## src/rtl/riscv_regfile.sv

```systemverilog
// RISC-V integer register file: two combinational read ports, one write port, x0 hardwired to zero.
// Latency: reads are zero-cycle with same-cycle write bypass; writes land on the next rising edge.
// No backpressure; init_busy_o flags the post-reset zeroing sweep, during which writes are dropped.
module riscv_regfile #(
    parameter int REGFILE_COUNT = 32,
    parameter int WORD_SIZE     = 32
) (
    input  logic                             clk_i,
    input  logic                             rst_i,
    input  logic [$clog2(REGFILE_COUNT)-1:0] read_reg0_i,
    input  logic [$clog2(REGFILE_COUNT)-1:0] read_reg1_i,
    output logic [WORD_SIZE-1:0]             read_data0_o,
    output logic [WORD_SIZE-1:0]             read_data1_o,
    input  logic                             write_en_i,
    input  logic [$clog2(REGFILE_COUNT)-1:0] write_reg_i,
    input  logic [WORD_SIZE-1:0]             write_data_i,
    output logic                             init_busy_o
);

    localparam int            AW        = $clog2(REGFILE_COUNT);
    localparam logic [AW-1:0] LAST_IDX  = AW'(REGFILE_COUNT - 1);
    localparam logic [AW:0]   COUNT_EXT = (AW + 1)'(REGFILE_COUNT);

    typedef enum logic {
        ST_INIT,
        ST_RUN
    } state_t;

    state_t               state;
    logic [AW-1:0]        init_cnt;
    logic [WORD_SIZE-1:0] mem [REGFILE_COUNT];

    // Counter stops at the last index instead of wrapping; RUN is only left through rst_i.
    always_ff @(posedge clk_i or posedge rst_i) begin
        if (rst_i) begin
            state       <= ST_INIT;
            init_cnt    <= '0;
            init_busy_o <= 1'b1;
        end else if (state == ST_INIT) begin
            if (init_cnt == LAST_IDX) begin
                state       <= ST_RUN;
                init_busy_o <= 1'b0;
            end else begin
                init_cnt <= init_cnt + AW'(1);
            end
        end
    end

    logic                 wr_in_range;
    logic                 run_wr;
    logic                 mem_we;
    logic [AW-1:0]        mem_addr;
    logic [WORD_SIZE-1:0] mem_wdat;

    assign wr_in_range = ({1'b0, write_reg_i} < COUNT_EXT);
    assign run_wr      = (state == ST_RUN) && write_en_i && (write_reg_i != '0) && wr_in_range;

    // rst_i gates the sweep write so the held-in-reset state leaves the array untouched.
    always_comb begin
        mem_we   = 1'b0;
        mem_addr = write_reg_i;
        mem_wdat = write_data_i;
        if (state == ST_INIT) begin
            mem_we   = !rst_i;
            mem_addr = init_cnt;
            mem_wdat = '0;
        end else begin
            mem_we   = run_wr;
        end
    end

    // No reset on the array so it maps onto distributed RAM.
    always_ff @(posedge clk_i) begin
        if (mem_we) begin
            mem[mem_addr] <= mem_wdat;
        end
    end

    logic [AW-1:0]        rd_addr [2];
    logic [WORD_SIZE-1:0] rd_data [2];

    assign rd_addr[0]   = read_reg0_i;
    assign rd_addr[1]   = read_reg1_i;
    assign read_data0_o = rd_data[0];
    assign read_data1_o = rd_data[1];

    for (genvar p = 0; p < 2; p++) begin : g_read
        always_comb begin
            rd_data[p] = '0;
            if ((state == ST_RUN) && (rd_addr[p] != '0) && ({1'b0, rd_addr[p]} < COUNT_EXT)) begin
                if (run_wr && (write_reg_i == rd_addr[p])) begin
                    rd_data[p] = write_data_i;
                end else begin
                    rd_data[p] = mem[rd_addr[p]];
                end
            end
        end
    end

endmodule
```

## config.mk

```make
export PLATFORM = sky130hd
export DESIGN_NAME = riscv_regfile
export DESIGN_NICKNAME = d
export VERILOG_FILES = /design/src/rtl/riscv_regfile.sv
export SDC_FILE = /design/constraint.sdc
export NUM_CORES = 1
export LEC_CHECK = 0
export BUFFER_PORTS_ARGS = -buffer_cell sky130_fd_sc_hd__buf_4
export CORE_UTILIZATION = 40
export CTS_BUF_LIST = sky130_fd_sc_hd__clkbuf_4
export DETAILED_ROUTE_END_ITERATION = 12
export SYNTH_ARGS = -nofsm -noshare
export SYNTH_HDL_FRONTEND = slang
export SYNTH_SLANG_ARGS = --single-unit
```

## constraint.sdc

```tcl
create_clock -name clk_i -period 4.85 [get_ports clk_i]
set_input_delay 0.97 -clock clk_i [delete_from_list [all_inputs] [get_ports clk_i]]
set_output_delay 0.97 -clock clk_i [all_outputs]
set_load 0.01 [all_outputs]
```

==> results.md, run 1 <==
- The flop-to-flop setup slack is 1130 ps.
- The design draws roughly 20 mW.
- The synthesized area is between 0.04 and 0.05 mm2.
- Counting flops with an async set or reset pin after synthesis yields a share of 0.679%.
- In this run, synthesis inferred just over 1000 flip-flops with an integrated enable.
- The commonest non-fill, non-tap cell in the layout is sky130_fd_sc_hd__edfxtp_1.
- The initial antenna violation count is 2.
- For the pin with the worst max-slew slack, the measured transition is 1220 ps.
- Entering global routing, the biggest net connects 56 pins.
- The pre-CTS worst setup slack is roughly 490 ps.
- The power density normalized to cell area is 348 mW/mm2.
- In the final design database the tool counted just over 3000 nets.
- For this design the top-level I/O count stands at 115.
- Row generation in the floorplan step produced 127 rows.
- The number of maximum-capacitance violations is 0.
- The worst endpoint required time is 3880 ps.
- The critical path contains buffers and inverters numbering 3 combined.
- The number of design-rule violations left by the first detailed-router iteration is approximately 3200.
- Of the cells placed in the final design, the portion with a size suffix greater than 1 is 35.0%.
- TritonCTS created 296 clock buffers.
- The detailed-routing iteration count for the pre-antenna-repair pass is 7.
- The clock skew is 45.5 ps.
- The number of remaining DRC errors is 0.
- Detailed placement finished with a half-perimeter wire length of 92600 um.
- The initial core utilization is 40.5%.
- The die boundary width is 351 um.
- For the worst-skew pair, the clock arrives at the later sink with an insertion delay of 1170 ps.
- The count of buffers from port buffering is 114.
- The worst pin sits at a relative slew slack of 18.4%.
- The floorplan step set the die height to 351 um.
- The analysis attributes to cell leakage a power of 18.9 nW.
- The type of the tightest min-delay check is input port to async pin.
- In this run the clock root is driven by a sky130_fd_sc_hd__clkbuf_4.
- Once detail routing completed, the nets flagged for antenna violations numbered 0.
- The final critical-path share of the clock period is roughly 97%.
- Of all nets on the critical path, the largest fanout is 32.
- The run finished with clean final reports.
- For this run, the number of standard cells in the final layout without fillers is roughly 4800.
- The fmax is 213 MHz.
- The summed area of non-filler cells in the final layout is ~0.056 mm2.
- The via count of the first global-routing pass is 32500.
- The global-route usage over all layers is 25.5%.
- In this run the mean area of a mapped cell was 18.0 um2.
- Setup repair after global routing left no endpoint under its margin.
- The count of final hold-check violations came to 0.
- The final setup violation count is 0.
- The critical path goes through clkinv_2, a2111oi_4, buf_6, a221o_1, buf_4.
- The library cell contributing the largest single delay on the critical path is sky130_fd_sc_hd__dfrtp_4.
- By startpoint and endpoint, the worst setup path is classified as register to output pin.
- For the finished layout, the period the worst path requires is 4700 ps.
- The number of instances in the placed design is 4353.
- For this block, the via count after detailed routing is 31100.
- The die covers 0.123 mm2.
- The worst setup path is launched from a register.
- The synthesized flop and latch total is 1031.
- The core region is approximately 0.12 mm2.
- The number of warning messages in the yosys log is 0.
- The clock tree from TritonCTS is done.
- Leaving out fill and tap cells, the most frequent cells in the layout are sky130_fd_sc_hd__edfxtp_1 (1024), sky130_fd_sc_hd__clkbuf_4 (418), sky130_fd_sc_hd__mux2i_1 (354).
- When the netlist entered floorplanning its net count stood at 2770.
- Summing all placed instances gives a cell area of 0.0527 mm2.
- The via density per instance is 6.43.
- The maximum level of the CTS H-tree is 5.
- The max-slew violation count is 0.
- The share of the Yosys chip area taken by registers is 63.3%.
- The delay contributed by the slowest stage of the critical path is 770 ps.
- The deepest clock path buffer count is 4.
- After clock tree synthesis, the clock-pin slew on the worst setup and hold paths is 60 ps.
- Compared with the post-synthesis result, the final layout area differs by 15.1%.
- In the post-route analysis, the smallest setup slack over all paths is 149 ps.
- The leftover overflow at the end of global routing is 0.
- The post-detailed-routing wire length is roughly 160000 um.
- The first global-routing pass estimated roughly 220000 um of wire.
- The predominant post-synthesis flop cell is sky130_fd_sc_hd__edfxtp_1.
- The netlist uses 49 different library cells.
- The maximum VDD drop is 0.210 mV.
- The setup TNS after final layout is 0 ps.
- The wire length per cell after detailed routing is 32.4 um.
- The sink count of the clock tree is approximately 1000.
- Synthesis produced 2718 cells.
- The congestion estimate from routability-driven global placement came to around 0.84.
- The arrival time at the worst endpoint is 3730 ps.
- The worst setup path is captured at an output pin.
- In this design, the largest share of critical-path delay is due to buffers and inverters.
[final timing paths]
check | cells past startpoint | endpoint | startpoint
setup / recovery | 5 | read_data1_o[26] | state$_DFF_PP0_
hold / removal | 3 | init_cnt[0]$_DFFE_PP0P_ | rst_i
setup reg to reg | 6 | mem[12][8]$_DFFE_PP_ | state$_DFF_PP0_
hold reg to reg | 1 | init_busy_o$_DFFE_PP1P_ | init_busy_o$_DFFE_PP1P_
max in group asynchronous | 3 | init_busy_o$_DFFE_PP1P_ | rst_i
min in group clk_i | 1 | init_busy_o$_DFFE_PP1P_ | init_busy_o$_DFFE_PP1P_
[per-layer routing]
metal  part of all wire (%)  global-route usage (%)  wire [um]  vias to the layer above
li1                       -                       -          -                    12500
met1                     40                    34.8      62700                    16300
met2                     47                    39.4      73000                     1942
met3                     11                    6.88      16800                      299
met4                    2.6                    8.32       4060                        2
met5                 0.0083                       0         13                        -
[synthesized netlist by cell type, types with 38 or more instances]
cell type / number / share of area (%)
sky130_fd_sc_hd__mux4_2: 352 / 16
sky130_fd_sc_hd__mux2i_1: 354 / 7.3
sky130_fd_sc_hd__a22oi_1: 96 / 1.5
sky130_fd_sc_hd__clkbuf_1: 118 / 0.91
sky130_fd_sc_hd__nor2_1: 40 / 0.31
sky130_fd_sc_hd__a221oi_1: 160 / 2.9
sky130_fd_sc_hd__o21bai_1: 64 / 0.98
sky130_fd_sc_hd__edfxtp_1: 1024 / 63
sky130_fd_sc_hd__buf_2: 81 / 0.83
sky130_fd_sc_hd__a221o_1: 38 / 0.78
sky130_fd_sc_hd__nand2_1: 49 / 0.38
sky130_fd_sc_hd__a21oi_1: 96 / 0.98
[kinds of logic (layout without fill, tap and decap cells)]
| group | after synthesis | count (layout) | share of synthesized area (%) |
|---|---|---|---|
| buffers and inverters | 236 | 741 | 2.26 |
| AND/OR/NAND/NOR | 170 | 170 | 1.73 |
| AO/OA/AOI/OAI | 557 | 557 | 8.82 |
| XOR/XNOR | 13 | 13 | 0.233 |
| multiplexers | 709 | 709 | 23.6 |
| flip-flops | 1031 | 1031 | 63.3 |
| adder cells (fa/ha/maj) | 2 | 2 | 0.0512 |
| other | 0 | 2 | 0 |
[power by group]
part           switching (mW)  internal (mW)  total [mW]
sequential            0.00514           9.83        9.83
clock                    3.64           4.15        7.79
combinational            1.16          0.765        1.92
total                    4.80           14.7        19.5
[tightest hold or removal path, cell delays in order]
cell and delay [ps]:
sky130_fd_sc_hd__dlygate4sd3_1 530, sky130_fd_sc_hd__buf_4 130, sky130_fd_sc_hd__inv_1 250
[through the flow]
| stage | util, % | hold slack [ps] |
|---|---|---|
| finish | 46.7 | 320 |
| global route | 46.7 | 245 |
| CTS | 46.7 | 199 |
| detailed placement | 43.7 | 493 |
| global placement | 43.7 | 471 |
| floorplan | - | 479 |
[final cells by class]
cell class / count / area, um2
fillers: 10400 / 64200
clock inverters: 63 / 359
clock buffers: 418 / 3140
repair buffers: 253 / 2620
flip-flops and latches: 1031 / 30900
multi-input cells: 1451 / 17100
inverters: 7 / 28.8
diodes: 2 / 5.00
well taps: 1612 / 2020
[what timing repair did]
action | CTS | global route
gates resized for setup | 3 | 0
hold buffers | 1 | 0
hold endpoints to repair | 7 | 0
setup buffers | 0 | 0
endpoints found under the setup margin | 64 | 0
[registers in the layout, indices dropped and copies added, names as in the netlist]
name and cells:
init_busy_o 1, init_cnt 5, state 1, mem 1024
No activity file was read; power rests on OpenSTA's default activity.
==> run 2, diff against run 1 <==
--- a/config.mk
+++ b/config.mk
@@ -6,9 +6,10 @@
 export NUM_CORES = 1
 export LEC_CHECK = 0
 export BUFFER_PORTS_ARGS = -buffer_cell sky130_fd_sc_hd__buf_4
-export CORE_UTILIZATION = 40
+export CORE_UTILIZATION = 35
 export CTS_BUF_LIST = sky130_fd_sc_hd__clkbuf_4
 export DETAILED_ROUTE_END_ITERATION = 12
+export RECOVER_POWER = 25
 export SYNTH_ARGS = -nofsm -noshare
 export SYNTH_HDL_FRONTEND = slang
 export SYNTH_SLANG_ARGS = --single-unit
==> run 2 against run 1 <==
  * The flow now finishes with violations (max-capacitance violations, max-slew violations)
  * Via count is 2.5% lower
  * Die area increased by 14%
  * Maximum frequency grew 2.1%
==> results.md, run 2 (synthesis gave the netlist of run 1 again) <==
- The count of cell instances traversed by the critical path is 6 (was 5).
- The die area was 0.141 mm2 (was 0.123 mm2).
- Outcome: finished with violations (was finished, final reports clean).
- The area taken by multi-input logic gates is 0.0171 mm2 (unchanged).
- The start-to-end type of the worst setup path was register to output pin (unchanged).
- The delay contributed by the slowest stage of the critical path is 920 ps (was 770 ps).
- The largest net degree at the start of global routing was 103 (was 56).
- The type of the tightest min-delay check is input port to async pin (unchanged).
- The summed area of non-filler cells in the final layout is 0.0560 mm2 (was 0.0562 mm2).
- The final setup violation count is 0 (unchanged).
- The sink count of the clock tree is 1031 (unchanged).
- The max-slew violation count is 330 (was 0).
- The area overhead of the layout relative to synthesis is 14.8% (was 15.1%).
- The clock skew is 55.9 ps (was 45.5 ps).
- Largest regs: mem (1024), init_cnt (5) (unchanged).
- The cell-internal power came to 14.4 mW (was 14.7 mW).
- The number of buffers added by the clock tree synthesis step came to 282 (was 296).
- The boundary pin count came to 115 (unchanged).
- The area occupied by registers came to 0.0309 mm2 (about the same).
- The placeable core area was 0.138 mm2 (was 0.120 mm2).
- The initial core utilization came to 35.4% (was 40.5%).
- The die boundary width came to 375 um (was 351 um).
- The deepest clock path buffer count is 4 (unchanged).
- The final critical-path share of the clock period was 95.0% (was 96.9%).
- Most frequent cells in the layout: sky130_fd_sc_hd__edfxtp_1 (1024), sky130_fd_sc_hd__clkbuf_4 (382), sky130_fd_sc_hd__mux2i_1 (354) (was sky130_fd_sc_hd__edfxtp_1 (1024), sky130_fd_sc_hd__clkbuf_4 (418), sky130_fd_sc_hd__mux2i_1 (354)).
- The number of maximum-capacitance violations was 10 (was 0).
- The total net switching power is 4.66 mW (was 4.80 mW).
- The via count of the routed design is 30300 (was 31100).
- The clock edge transition at the registers on the reported setup and hold paths is 60 ps (about the same).
- The worst relative slew slack is -8.19% (was 18.4%).
- Setup repair after global routing missed its margin: no (unchanged).
- The fmax is 217 MHz (was 213 MHz).
- The largest driver fanout on the critical path is 13 (was 32).
- The actual transition at the worst max-transition pin is 1620 ps (was 1220 ps).
- The flip-flop count of the largest register, all copies and words added is 1024 (unchanged).
- The y dimension of the die is 375 um (was 351 um).
- The post-detailed-routing wire length is 149000 um (was 157000 um).
- The commonest non-fill, non-tap cell in the layout is sky130_fd_sc_hd__edfxtp_1 (unchanged).
- CP cell instances: clkinv_1, buf_4, nor4_2, buf_4, a221o_1, buf_4 (was clkinv_2, a2111oi_4, buf_6, a221o_1, buf_4).
- The clock tree root buffer cell is sky130_fd_sc_hd__clkbuf_4 (unchanged).
- The arrival time at the worst endpoint was 3640 ps (was 3730 ps).
- The library cell contributing the largest single delay on the critical path is sky130_fd_sc_hd__nor4_2 (was sky130_fd_sc_hd__dfrtp_4).
- The minimum clock period after layout is 4610 ps (was 4700 ps).
- In this design, the critical path's most frequently occurring cell is sky130_fd_sc_hd__buf_4.
- The global-route usage over all layers came to 21.0% (was 25.5%).
- The wire length per cell after detailed routing is 29.4 um (was 32.4 um).
- The fraction of final layout cells with drive strength greater than 1 came to 33.9% (was 35.0%).
- The total power consumption of the routed design is 19.0 mW (was 19.5 mW).
- The number of design-rule violations left by the first detailed-router iteration was 3185 (was 3249).
- The length in cells of the worst reg-to-reg path is 5 (was 6).
- The power share of the sequential group is 51.7% (was 50.3%).
- The final reports fail on max-capacitance violations, max-slew violations.
- The post-route antenna net violation count is 0 (unchanged).
- The fill cell total of the finished layout came to 12500 (was 10400).
- The total number of placement rows was 136 (was 127).
- The register with the highest flop count is mem (unchanged).
- The power density normalized to cell area is 340 mW/mm2 (was 348 mW/mm2).
- The detailed-routing iteration count for the pre-antenna-repair pass is 6 (was 7).
- The initial antenna violation count was 11 (was 2).
- The clock latency of the later-clocked register in the worst-skew pair is 1170 ps (about the same).
- The count of buffers from port buffering is 114 (unchanged).
- The fraction of power spent switching nets is 24.5% (was 24.6%).
- The via count of the first global-routing pass is 30600 (was 32500).
- The clock tree from TritonCTS is done (unchanged).
- The leftover overflow at the end of global routing came to 0 (unchanged).
- The number of instances in the placed design is 4595 (was 4353).
- The post-route non-filler standard cell count is 5065 (was 4837).
- The leakage power total came to 18.6 nW (was 18.9 nW).
- The startpoint type of the worst setup path is a register (unchanged).
- The worst endpoint required time is 3880 ps (about the same).
- The dominant delay contributor by cell family on the critical path is simple AND/OR/NAND/NOR gates (was buffers and inverters).
- The logic gate share of total power is 9.9% (was 9.8%).
- The number of remaining DRC errors was 0 (unchanged).
- The via density per instance is 5.99 (was 6.43).
- The count of final hold-check violations was 0 (unchanged).
- The placed instance area was 0.0527 mm2 (about the same).
- The routability congestion estimate from global placement was 0.809 (was 0.835).
- The fraction of power consumed by the clock network came to 38.4% (was 39.8%).
- The HPWL after detailed placement is 87000 um (was 92600 um).
- The final net count came to 3069 (was 3092).
- The first-pass GRT wire length is 213000 um (was 224000 um).
- The maximum VDD drop is 0.258 mV (was 0.210 mV).
- The category of the worst setup path capture point is an output pin (unchanged).
- The number of buffers and inverters on the critical path was 4 (was 3).
- The maximum level of the CTS H-tree is 5 (unchanged).
[run 2: cell types whose count changed in the layout (fill, tap and decap cells not counted), moves of 5 or more]
cell,delta
sky130_fd_sc_hd__and2_0,+24
sky130_fd_sc_hd__diode_2,+7
sky130_fd_sc_hd__buf_12,-17
sky130_fd_sc_hd__clkinv_1,+19
sky130_fd_sc_hd__clkbuf_4,-36
sky130_fd_sc_hd__buf_4,+5
sky130_fd_sc_hd__and2_1,-24
[run 2: area by class of cell]
class | instances | share of cell area, %
repair buffers | 244 | 4.18
clock inverters | 79 | 0.706
clock buffers | 381 | 5.11
flip-flops and latches | 1031 | 55.2
inverters | 7 | 0.0491
diodes | 9 | 0.0402
well taps | 1863 | 4.16
multi-input cells | 1451 | 30.6
[run 2: what timing repair did]
action,CTS,global route
hold buffers,1,0
gates resized for setup,0,1
setup endpoints to repair,0,1
hold endpoints to repair,7,0
buffers inserted,0,0
[run 2: worst reg2reg max path, delay by kind of cell, from the launching register on]
family / cells / cell delay, ps
DFF: 1 / 370
buffers and inverters: 2 / 830
muxes: 1 / 350
and+or+nand+nor: 2 / 1500
[run 2: stage by stage]
step	utilization [%]	hold slack, ps	worst slack [ps]	TNS (ps)
2_1_floorplan	-	479	1010	0
3_3_place_gp	38.2	476	-352	-1350
3_5_place_dp	38.2	477	429	0
4_1_cts	40.6	267	64.6	0
5_1_grt	40.6	342	65.4	0
6_report	40.6	355	243	0
[run 2: power by group through the flow]
stage	logic (mW)	registers, mW	clock network (mW)
2_1_floorplan	1.14	10.0	0
3_3_place_gp	1.87	10.0	0
3_5_place_dp	1.87	10.0	0
4_1_cts	1.88	9.83	7.48
5_1_grt	1.97	9.83	7.93
6_report	1.88	9.83	7.31
[run 2: worst paths after layout]
| check | from | to | slack (ps) |
|---|---|---|---|
| setup / recovery | state$_DFF_PP0_ | read_data1_o[30] | 240 |
| hold / removal | rst_i | state$_DFF_PP0_ | 360 |
| setup reg to reg | state$_DFF_PP0_ | mem[9][10]$_DFFE_PP_ | 1430 |
| hold reg to reg | init_busy_o$_DFFE_PP1P_ | init_busy_o$_DFFE_PP1P_ | 480 |
| max in group asynchronous | rst_i | init_busy_o$_DFFE_PP1P_ | 4210 |
| min in group clk_i | init_busy_o$_DFFE_PP1P_ | init_busy_o$_DFFE_PP1P_ | 480 |
[run 2: routing by layer]
layer	part of all wire (%)	up-vias	routed length, um	GRT usage, %
li1	-	12500	-	-
met1	39	16000	58700	27.2
met2	48	1582	71500	33.8
met3	9.1	291	13500	5.10
met4	3.4	10	5090	8.20
met5	0.040	-	59	0
